File: config.mk
export PLATFORM = sky130hd
export DESIGN_NAME = if_fetch_unit_flat
export DESIGN_NICKNAME = d
export VERILOG_FILES = /design/src/rtl/if_fetch_unit_pkg.sv /design/src/rtl/if_fetch_unit_if.sv /design/src/rtl/if_fetch_unit_queue.sv /design/src/rtl/if_fetch_unit.sv /design/src/flat_wrapper.sv
export SDC_FILE = /design/constraint.sdc
export NUM_CORES = 1
export LEC_CHECK = 0
export BUFFER_PORTS_ARGS = -buffer_cell sky130_fd_sc_hd__buf_2
export CAP_MARGIN = 15
export CORE_ASPECT_RATIO = 0.5
export CORE_MARGIN = 2
export CORE_UTILIZATION = 40
export CTS_BUF_LIST = sky130_fd_sc_hd__clkbuf_2
export CTS_CLUSTER_DIAMETER = 80
export DETAILED_ROUTE_END_ITERATION = 10
export PLACE_DENSITY = 0.62
export SYNTH_ARGS = -nofsm -noshare
export SYNTH_HDL_FRONTEND = slang
export SYNTH_HIERARCHICAL = 1
export SYNTH_SLANG_ARGS = --single-unit
File: constraint.sdc
create_clock -name clk -period 3.1 [get_ports clk]
set_input_delay 0.31 -clock clk [delete_from_list [all_inputs] [get_ports clk]]
set_output_delay 0.31 -clock clk [all_outputs]
set_load 0.01 [all_outputs]
File: src/rtl/if_fetch_unit_pkg.sv
// Shared configuration for the instruction-fetch front end: reset vector,
// queue geometry, queue entry layout and small PC helper functions.
package if_fetch_unit_pkg;

   localparam logic [31:0] RESET_PC   = 32'hBFC0_0000;
   localparam int          QDEPTH     = 2;
   localparam logic [1:0]  QCOUNT_MAX = 2'd2;
   localparam logic [31:0] NOP_WORD   = 32'h0000_0000;

   // One queued fetch: the address it came from and the word returned.
   typedef struct packed {
      logic [31:0] pc;
      logic [31:0] instr;
   } fetch_entry_t;

   localparam fetch_entry_t EMPTY_ENTRY = '{pc: 32'h0000_0000, instr: NOP_WORD};

   // Sequential fetch address; wraps naturally at the top of the 32-bit space.
   function automatic logic [31:0] next_pc(input logic [31:0] pc);
      return pc + 32'd4;
   endfunction

   // Redirect targets are forced onto a word boundary.
   function automatic logic [31:0] align_pc(input logic [31:0] pc);
      return {pc[31:2], 2'b00};
   endfunction

endpackage

File: src/rtl/if_fetch_unit_if.sv
// Bus between the fetch unit and the instruction cache data port.
// The fetch side supplies the address and a freeze request; the cache
// returns the word for that address and a miss indication.
interface if_fetch_unit_if;
   import if_fetch_unit_pkg::*;

   logic [31:0] ic_addr;
   logic        ic_stall;
   logic [31:0] ic_data;
   logic        ic_stop;

   modport master (
      output ic_addr,
      output ic_stall,
      input  ic_data,
      input  ic_stop
   );

   modport slave (
      input  ic_addr,
      input  ic_stall,
      output ic_data,
      output ic_stop
   );

endinterface

File: src/rtl/if_fetch_unit_queue.sv
// Two-entry instruction queue between the cache and decode.
// Flush wins over push/pop. A push while full is accepted only when the
// head is popped in the same cycle (full-through); the new word then lands
// in the slot being vacated.
module if_fetch_unit_queue
   import if_fetch_unit_pkg::*;
(
   input  logic         clk,
   input  logic         reset,
   input  logic         push_i,
   input  logic         pop_i,
   input  logic         flush_i,
   input  fetch_entry_t wdata_i,
   output fetch_entry_t head_o,
   output logic         full_o,
   output logic         empty_o
);

   fetch_entry_t entry_q [QDEPTH];
   fetch_entry_t entry_d [QDEPTH];
   logic         head_q, head_d;
   logic [1:0]   count_q, count_d;
   logic         tail_s;
   logic         do_pop_s;
   logic         do_push_s;

   assign full_o    = (count_q == QCOUNT_MAX);
   assign empty_o   = (count_q == 2'd0);
   // With two slots the tail is the head when empty or full, the other slot otherwise.
   assign tail_s    = head_q ^ count_q[0];
   assign do_pop_s  = pop_i & ~empty_o;
   assign do_push_s = push_i & (~full_o | do_pop_s);
   assign head_o    = entry_q[head_q];

   // Next-state for storage, head pointer and occupancy.
   always_comb begin
      entry_d = entry_q;
      head_d  = head_q;
      count_d = count_q;
      if (flush_i) begin
         head_d  = 1'b0;
         count_d = 2'd0;
      end else begin
         if (do_push_s) begin
            entry_d[tail_s] = wdata_i;
         end else begin
            entry_d = entry_q;
         end
         if (do_pop_s) begin
            head_d = ~head_q;
         end else begin
            head_d = head_q;
         end
         case ({do_push_s, do_pop_s})
            2'b10:   count_d = count_q + 2'd1;
            2'b01:   count_d = count_q - 2'd1;
            default: count_d = count_q;
         endcase
      end
   end

   // Queue state registers; reset clears every slot so nothing stale can appear.
   always_ff @(posedge clk or negedge reset) begin
      if (!reset) begin
         for (int i = 0; i < QDEPTH; i++) begin
            entry_q[i] <= EMPTY_ENTRY;
         end
         head_q  <= 1'b0;
         count_q <= 2'd0;
      end else begin
         entry_q <= entry_d;
         head_q  <= head_d;
         count_q <= count_d;
      end
   end

endmodule

File: src/rtl/if_fetch_unit.sv
// Instruction-fetch front end. Owns the PC, drives the cache address,
// captures returned words into a two-entry queue and presents the queue
// head to decode. Cache misses, decode backpressure and redirects are
// absorbed here so the cache and decode never see each other's timing.
module if_fetch_unit
   import if_fetch_unit_pkg::*;
#(
   parameter logic [31:0] RESET_PC_P = RESET_PC
)
(
   input  logic                  clk,
   input  logic                  reset,
   input  logic                  stall,
   input  logic                  redirect_valid,
   input  logic [31:0]           redirect_pc,
   if_fetch_unit_if.master       ic,
   output logic                  instr_valid,
   output logic [31:0]           instr,
   output logic [31:0]           instr_pc
);

   logic [31:0]  pc_q, pc_d;
   logic         pop_s;
   logic         push_s;
   logic         full_s;
   logic         empty_s;
   fetch_entry_t head_s;
   fetch_entry_t wdata_s;

   // Decode takes the head whenever one is shown and it is not stalling.
   assign pop_s   = ~empty_s & ~stall;
   // A returned word is kept only if there is room (or room is being made)
   // and no redirect is discarding the current fetch stream.
   assign push_s  = ~ic.ic_stop & (~full_s | pop_s) & ~redirect_valid;
   assign wdata_s = '{pc: pc_q, instr: ic.ic_data};

   if_fetch_unit_queue u_queue (
      .clk     (clk),
      .reset   (reset),
      .push_i  (push_s),
      .pop_i   (pop_s),
      .flush_i (redirect_valid),
      .wdata_i (wdata_s),
      .head_o  (head_s),
      .full_o  (full_s),
      .empty_o (empty_s)
   );

   // PC advances only when the word at pc was captured; redirect overrides.
   always_comb begin
      pc_d = pc_q;
      if (redirect_valid) begin
         pc_d = align_pc(redirect_pc);
      end else if (push_s) begin
         pc_d = next_pc(pc_q);
      end else begin
         pc_d = pc_q;
      end
   end

   // PC register.
   always_ff @(posedge clk or negedge reset) begin
      if (!reset) begin
         pc_q <= RESET_PC_P;
      end else begin
         pc_q <= pc_d;
      end
   end

   assign ic.ic_addr  = pc_q;
   // Freeze the cache only when the queue is full and nothing leaves it.
   assign ic.ic_stall = full_s & ~pop_s;
   assign instr_valid = ~empty_s;
   assign instr       = head_s.instr;
   assign instr_pc    = head_s.pc;

endmodule
File: src/flat_wrapper.sv
// flat-port wrapper written by rule: the top's interface ports become plain ports
module if_fetch_unit_flat import if_fetch_unit_pkg::*;
#(
   parameter logic [31:0] RESET_PC_P = RESET_PC
)
  (clk, reset, stall, redirect_valid, redirect_pc, instr_valid, instr, instr_pc, ic_ic_addr, ic_ic_stall, ic_ic_data, ic_ic_stop);
  if_fetch_unit_if ic_i ();
  input  logic clk;
  input  logic reset;
  input  logic stall;
  input  logic redirect_valid;
  input  logic [31:0] redirect_pc;
  output logic instr_valid;
  output logic [31:0] instr;
  output logic [31:0] instr_pc;
  output wire logic [$bits(ic_i.ic_addr)-1:0] ic_ic_addr;
  output wire logic [$bits(ic_i.ic_stall)-1:0] ic_ic_stall;
  input wire logic [$bits(ic_i.ic_data)-1:0] ic_ic_data;
  input wire logic [$bits(ic_i.ic_stop)-1:0] ic_ic_stop;
  assign ic_ic_addr = ic_i.ic_addr;
  assign ic_ic_stall = ic_i.ic_stall;
  assign ic_i.ic_data = ic_ic_data;
  assign ic_i.ic_stop = ic_ic_stop;
  if_fetch_unit #(.RESET_PC_P(RESET_PC_P)) u_core (.clk(clk), .reset(reset), .stall(stall), .redirect_valid(redirect_valid), .redirect_pc(redirect_pc), .ic(ic_i), .instr_valid(instr_valid), .instr(instr), .instr_pc(instr_pc));
endmodule
Word-level counts from Yosys, hierarchy flattened. Cells that the tools add are included.

Memory bits (writable): 0. Word-level logic and storage cells: 52. Memories kept: 0. Bits in latches: 0. ROM bits: 0. Output and inout port bits: 98. Register bits: 163. Bits of input ports: 69.

Equality and inequality tests: 3. Shift-type cells: 0. Mux-type cells: 12. Bitwise gates (word level): 18. $add $sub $neg: 3. Multiply operators: 0. Reductions and logical operators: 6. Magnitude comparators: 3. Div/mod/pow operators: 0.

Operators with widths (count): 64-bit 2-to-1 mux (4); 128-bit bitwise mux (1); 64-bit demux with 1-bit select (1); 32-bit 2-to-1 mux (2); 32-bit by 3-bit adder with 32-bit output (second input constant) (1); 1-bit inverter (7); 1-bit bitwise AND (6); 2-bit == test (second input constant) (2); 2-bit >= comparator (second input constant) (2); 1-bit inverter with 2-bit output (2); 2-bit one-hot mux with 2 select lines (1); 2-bit nonzero test (2); 3-bit nonzero test (1); 2-bit by 1-bit adder with 2-bit output (second input constant) (1); 2-bit by 1-bit == test with 1-bit output (second input constant) (1); 2-bit logical NOT (1); 2-bit by 1-bit less-than comparator with 1-bit output (second input constant) (1); 1-bit 2-to-1 mux (2); 2-bit 2-to-1 mux (1); 1-bit OR (2); 2-bit AND reduction (1); 2-bit by 1-bit subtractor with 2-bit output (second input constant) (1); 1-bit logical AND (1); 1-bit XOR (1).

Depth between registers and ports, before layout.
Word-level depth: 10. Depth in mapped cells: 10.

Hierarchy. Netlist, hierarchy kept.

Modules (own cells, without submodules): if_fetch_unit_queue (seq. area each 3278.1 um^2, area each 6057.1 um^2, cells each 598, instances 1); if_fetch_unit (seq. area each 762.0 um^2, area each 1808.0 um^2, cells each 205, instances 1).

Worst setup path before layout. Ideal clock, no wire load.

Path kind: flip-flop to flip-flop. From: register u_core.u_queue.count_q[0]. To: register u_core/u_queue/entry_q[10] (netlist bit). Setup slack: 0.797 ns. Path buffers: 4. Data required time: 3.018 ns. Setup time: 0.082 ns. Arrival time: 2.221 ns. Period minus slack after synthesis: 2.303 ns. Stages on the path, launching flop included: 11. Cell sequence: dfrtp_1 -> buf_2 -> nor2_1 -> o21a_1 -> clkbuf_1 -> nor3_1 -> and2b_1 -> buf_2 -> buf_2 -> nand2_1 -> o22ai_1.

Cells in the longest elaborated chain, start to end: 8.

RTL lines: start, declared (line if_fetch_unit_queue.sv:22) `logic [1:0] count_q, count_d;`; start signal, assigned (line if_fetch_unit_queue.sv:73) `count_q <= count_d;`; 2-bit logical NOT (line if_fetch_unit_queue.sv:28) `assign empty_o = (count_q == 2'd0);`; via u_core.empty_s (line if_fetch_unit.sv:26) `logic empty_s;`; 1-bit inverter (line if_fetch_unit.sv:31) `assign pop_s = ~empty_s & ~stall;`; 1-bit bitwise AND (line if_fetch_unit.sv:31); 1-bit OR (line if_fetch_unit.sv:34) `assign push_s = ~ic.ic_stop & (~full_s | pop_s) & ~redirect_valid;`; 1-bit bitwise AND (2 in series) (line if_fetch_unit.sv:34); via u_core.push_s (line if_fetch_unit.sv:24) `logic push_s;`; 1-bit bitwise AND (line if_fetch_unit_queue.sv:32) `assign do_push_s = push_i & (~full_o | do_pop_s);`; 2-bit AND reduction (no line); end signal, assigned (line if_fetch_unit_queue.sv:71) `entry_q <= entry_d;`; end, declared (line if_fetch_unit_queue.sv:19) `fetch_entry_t entry_q [QDEPTH];`.

The timed path passes the listed nets, and every way through them passes these cells. A chain may end at the register's enable or synchronous reset.

Final worst setup path.
From: register u_core.u_queue.count_q[0]. To: register u_core.pc_q[19], in the netlist u_core/ic.ic_addr[19].

Cells in the longest elaborated chain, start to end: 7.

RTL lines: 2-bit logical NOT (line if_fetch_unit_queue.sv:28); via u_core.empty_s (line if_fetch_unit.sv:26); 1-bit inverter (line if_fetch_unit.sv:31); 1-bit bitwise AND (line if_fetch_unit.sv:31); 1-bit OR (line if_fetch_unit.sv:34); 1-bit bitwise AND (2 in series) (line if_fetch_unit.sv:34); 2-bit nonzero test (no line); end signal, assigned (line if_fetch_unit.sv:66) `pc_q <= pc_d;`; end, declared (line if_fetch_unit.sv:22) `logic [31:0] pc_q, pc_d;`.

The timed path passes the listed nets, and every way through them passes these cells.

==> summary.txt <==
Status
  • Outcome: completed

Cells and area
  • Area Growth Syn to Fin: 24.82%
  • # diodes: 0
  • Design area: 9817 µm²
  • Share of cells above drive strength 1: 29.76%
  • NumNets Final: 1,075

Placed design
  • HPWL after detailed placement: 13.92 mm
  • Post-Place Cell Area: 8830 µm²
  • Routability Congestion: 0.7792
  • PortBufs: 162

Floorplanning
  • Initial core utilization: 40.61%
  • Die height: 103.2 µm
  • Core Area: 19,370 µm²
  • Num ports: 167
  • Die area: 20,870 µm²
  • Rows: 36
  • Die span in x: 202.3 µm

Clocking
  • H-Tree Depth: 4
  • CTS tree: done
  • Clock Tree Root: clkbuf_2
  • CTS Sinks: 161
  • TritonCTS Buffers: 17
  • Clock latency on the worst-skew pair: 0.73 ns
  • Clk buf depth: 2
  • Clk slew on worst S/H paths: 0.22 ns

Job
  • Max-Cap Viols: 0

Logic synthesis
  • Synth warn: 6
  • Avg Cell Area, Syn: 9.795 µm²
  • Synth Flop Type: dfrtp_1
  • Synth Cell Area: 7865 µm²
  • Async SR Flop Fraction: 100.0%
  • Cells after Synth: 803
  • #FFs+latches synth: 161
  • Seq/Total Area, Yosys: 51.37%
  • Number of enable flip-flop cells after synthesis: 0
  • Synth cell types: 48

Critical path
  • Slack of the worst reg-to-reg path: 0.38 ns
  • CP arrival: 3.35 ns
  • Crit path from: u_core/u_queue/count_q[0]$_DFFE_PN0P_
  • Crit start category: register
  • R2r endpoint: u_core/ic.ic_addr[19]$_DFFE_PN0P_
  • Crit. End Element: register
  • Worst Path Max Fanout: 21
  • Worst R2R Start: u_core/u_queue/count_q[0]$_DFFE_PN0P_
  • Worst Reg2Reg Path Length in Cells: 5
  • CP Class: register to register
  • CP required: 3.73 ns

Detailed routing
  • # DRC: 0
  • Routed WL per cell: 17.42 µm
  • Vias per inst: 5.402
  • Antenna Nets Post-Route: 0
  • Routed vias: 6,936
  • Initial DRC count: 491
  • WL final: 22.37 mm
  • Drt first pass iters: 5

Worst hold path
  • Hold path start: ic_ic_stop
  • Worst Hold Depth: 4
  • Worst hold path type: input pin to register
  • Hold Path End: u_core/ic.ic_addr[5]$_DFFE_PN0P_

Global route
  • GR Overflow Total: 0
  • Gr usage total: 21.45%
  • Largest net degree at the start of global routing: 84
  • Vias in the first global route: 6,623
  • Initial antenna violation count: 0
  • First-pass GRT wire length: 34.92 mm

Pwr
  • Power Total: 0.005733 W
  • Cell area power density: 584.0 nW/µm²
  • Pleak: 4.451 nW
  • Worst VDD drop: 215.7 µV

STA
  • RSZ-0062 raised after global routing: false
  • Post-layout min period: 2.718 ns
  • Worst Skew: 0.04385 ns
  • Final hold viol count: 0
  • Final setup viols: 0
  • Worst slew pin tran: 0.7979 ns
  • Setup_tns: 0 ns
  • Fmax: 367.9 MHz
  • Final Max Tran Viols: 0
  • Rel. slew slack: 46.81%
  • Tcrit/Tclk final: 87.69%
[how the worst max path moves through the flow]
stage	end	slack, ns	depth (start not counted)
6_report	u_core/ic.ic_addr[19]$_DFFE_PN0P_	0.38	5
5_1_grt	instr[19]	0.20	3
2_1_floorplan	u_core/u_queue/entry_q[10]$_DFFE_PN0P_	0.80	10
4_1_cts	instr_pc[21]	0.09	3
3_5_place_dp	u_core/ic.ic_addr[19]$_DFFE_PN0P_	0.44	5
3_3_place_gp	u_core/ic.ic_addr[29]$_DFFE_PN1P_	0.50	5
[per-stage QoR]
step / utilization (%) / hold slack [ns] / instances / setup WS, ns
floorplan: - / 0.01441 / 806 / 0.7967
global placement: 45.59 / 0.4083 / 1185 / 0.5035
detailed placement: 45.59 / 0.4092 / 1185 / 0.4424
CTS: 50.67 / 0.0008987 / 1284 / 0.09170
global route: 50.68 / 0.02350 / 1284 / 0.2006
finish: 50.68 / 0.1129 / 1284 / 0.3817
[placed cells by master, fill, tap and decap left out, types with 2 or more instances in the layout]
cell,count
a21oi_1,2
a21oi_4,2
a31oi_1,18
and2_1,3
and3_2,2
and4_1,2
buf_12,3
buf_2,161
buf_4,19
bufinv_16,6
clkbuf_2,20
clkinv_2,3
clkinvlp_4,2
conb_1,4
dfrtp_1,151
dfstp_2,9
dlygate4sd3_1,67
inv_1,6
mux2_2,64
mux2i_1,2
nand2_1,214
nand3_1,8
nand4_1,6
nor2_1,24
nor2b_1,2
nor3_1,5
nor4_1,2
o211ai_1,2
o21ai_0,16
o22ai_1,128
o31ai_1,13
or3_1,5
or4_1,16
xnor2_1,9
[report_power, final]
group          internal (W)  switching (W)
logic              0.000703       0.000737
clock network      0.000693       0.000738
registers           0.00257       0.000290
[kinds of logic (layout without fill, tap and decap cells)]
group | after synthesis | in the layout | synth area share [%]
and+or+nand+nor | 304 | 304 | 17.45
xor gates and xnor gates | 10 | 10 | 1.114
buffers and inverters | 77 | 289 | 5.632
DFF | 161 | 161 | 51.37
muxes | 66 | 66 | 9.418
AOI/OAI and AO/OA | 183 | 183 | 14.81
other | 1 | 4 | 0.04768
adders and majority gates | 1 | 1 | 0.1591
[worst max-delay path, stage by stage (launching register included)]
cell     delay, ns
dfrtp_1       0.64
nor2_1        0.14
o21a_1        0.37
or4_4         0.74
or4_1         0.54
a31oi_1       0.19
[layer usage]
layer / up-vias / GRT usage (%) / wire length, µm
met3: 13 / 3.445 / 1188
met2: 211 / 33.75 / 10310
met4: 0 / 5.671 / 197
met5: - / 0 / 0
li1: 3282 / - / -
met1: 3430 / 31.07 / 10670
[repair_timing]
item | 4_1_cts | 5_1_grt
setup endpoints to repair | 0 | 2
setup buffers | 0 | 0
hold buffers | 67 | 0
hold endpoints to repair | 177 | 0
resized for setup | 0 | 1
[synth_stat cells, types with 8 or more instances]
| master | instances | area (µm²) |
|---|---|---|
| a31oi_1 | 18 | 112.6 |
| nor2_1 | 24 | 90.09 |
| dfrtp_1 | 152 | 3804 |
| mux2_2 | 64 | 720.7 |
| buf_4 | 11 | 82.58 |
| buf_6 | 10 | 112.6 |
| xnor2_1 | 9 | 78.83 |
| nand2_1 | 214 | 803.3 |
| o22ai_1 | 128 | 800.8 |
| buf_2 | 30 | 150.1 |
| nand3_1 | 8 | 40.04 |
| or4_1 | 16 | 120.1 |
| o31ai_1 | 13 | 97.59 |
| clkbuf_1 | 20 | 75.07 |
| o21ai_0 | 16 | 80.08 |
| dfstp_2 | 9 | 236.5 |
[state kept, by name, indices dropped and copies added (netlist names)]
name,count
u_core/u_queue/entry_q,128
u_core/u_queue/count_q,2
u_core/ic.ic_addr,30
u_core/u_queue/head_q,1
[layout make-up]
class,instances,area [µm²]
Multi-Input combinational cell,568,3413
Inverter,6,22.52
Clock buffer,20,100.1
Sequential cell,161,4044
Tap cell,266,332.8
Clock inverter,12,214.0
Timing Repair Buffer,251,1690
Fill cell,1832,9552
(Power assumes the default switching activity.)
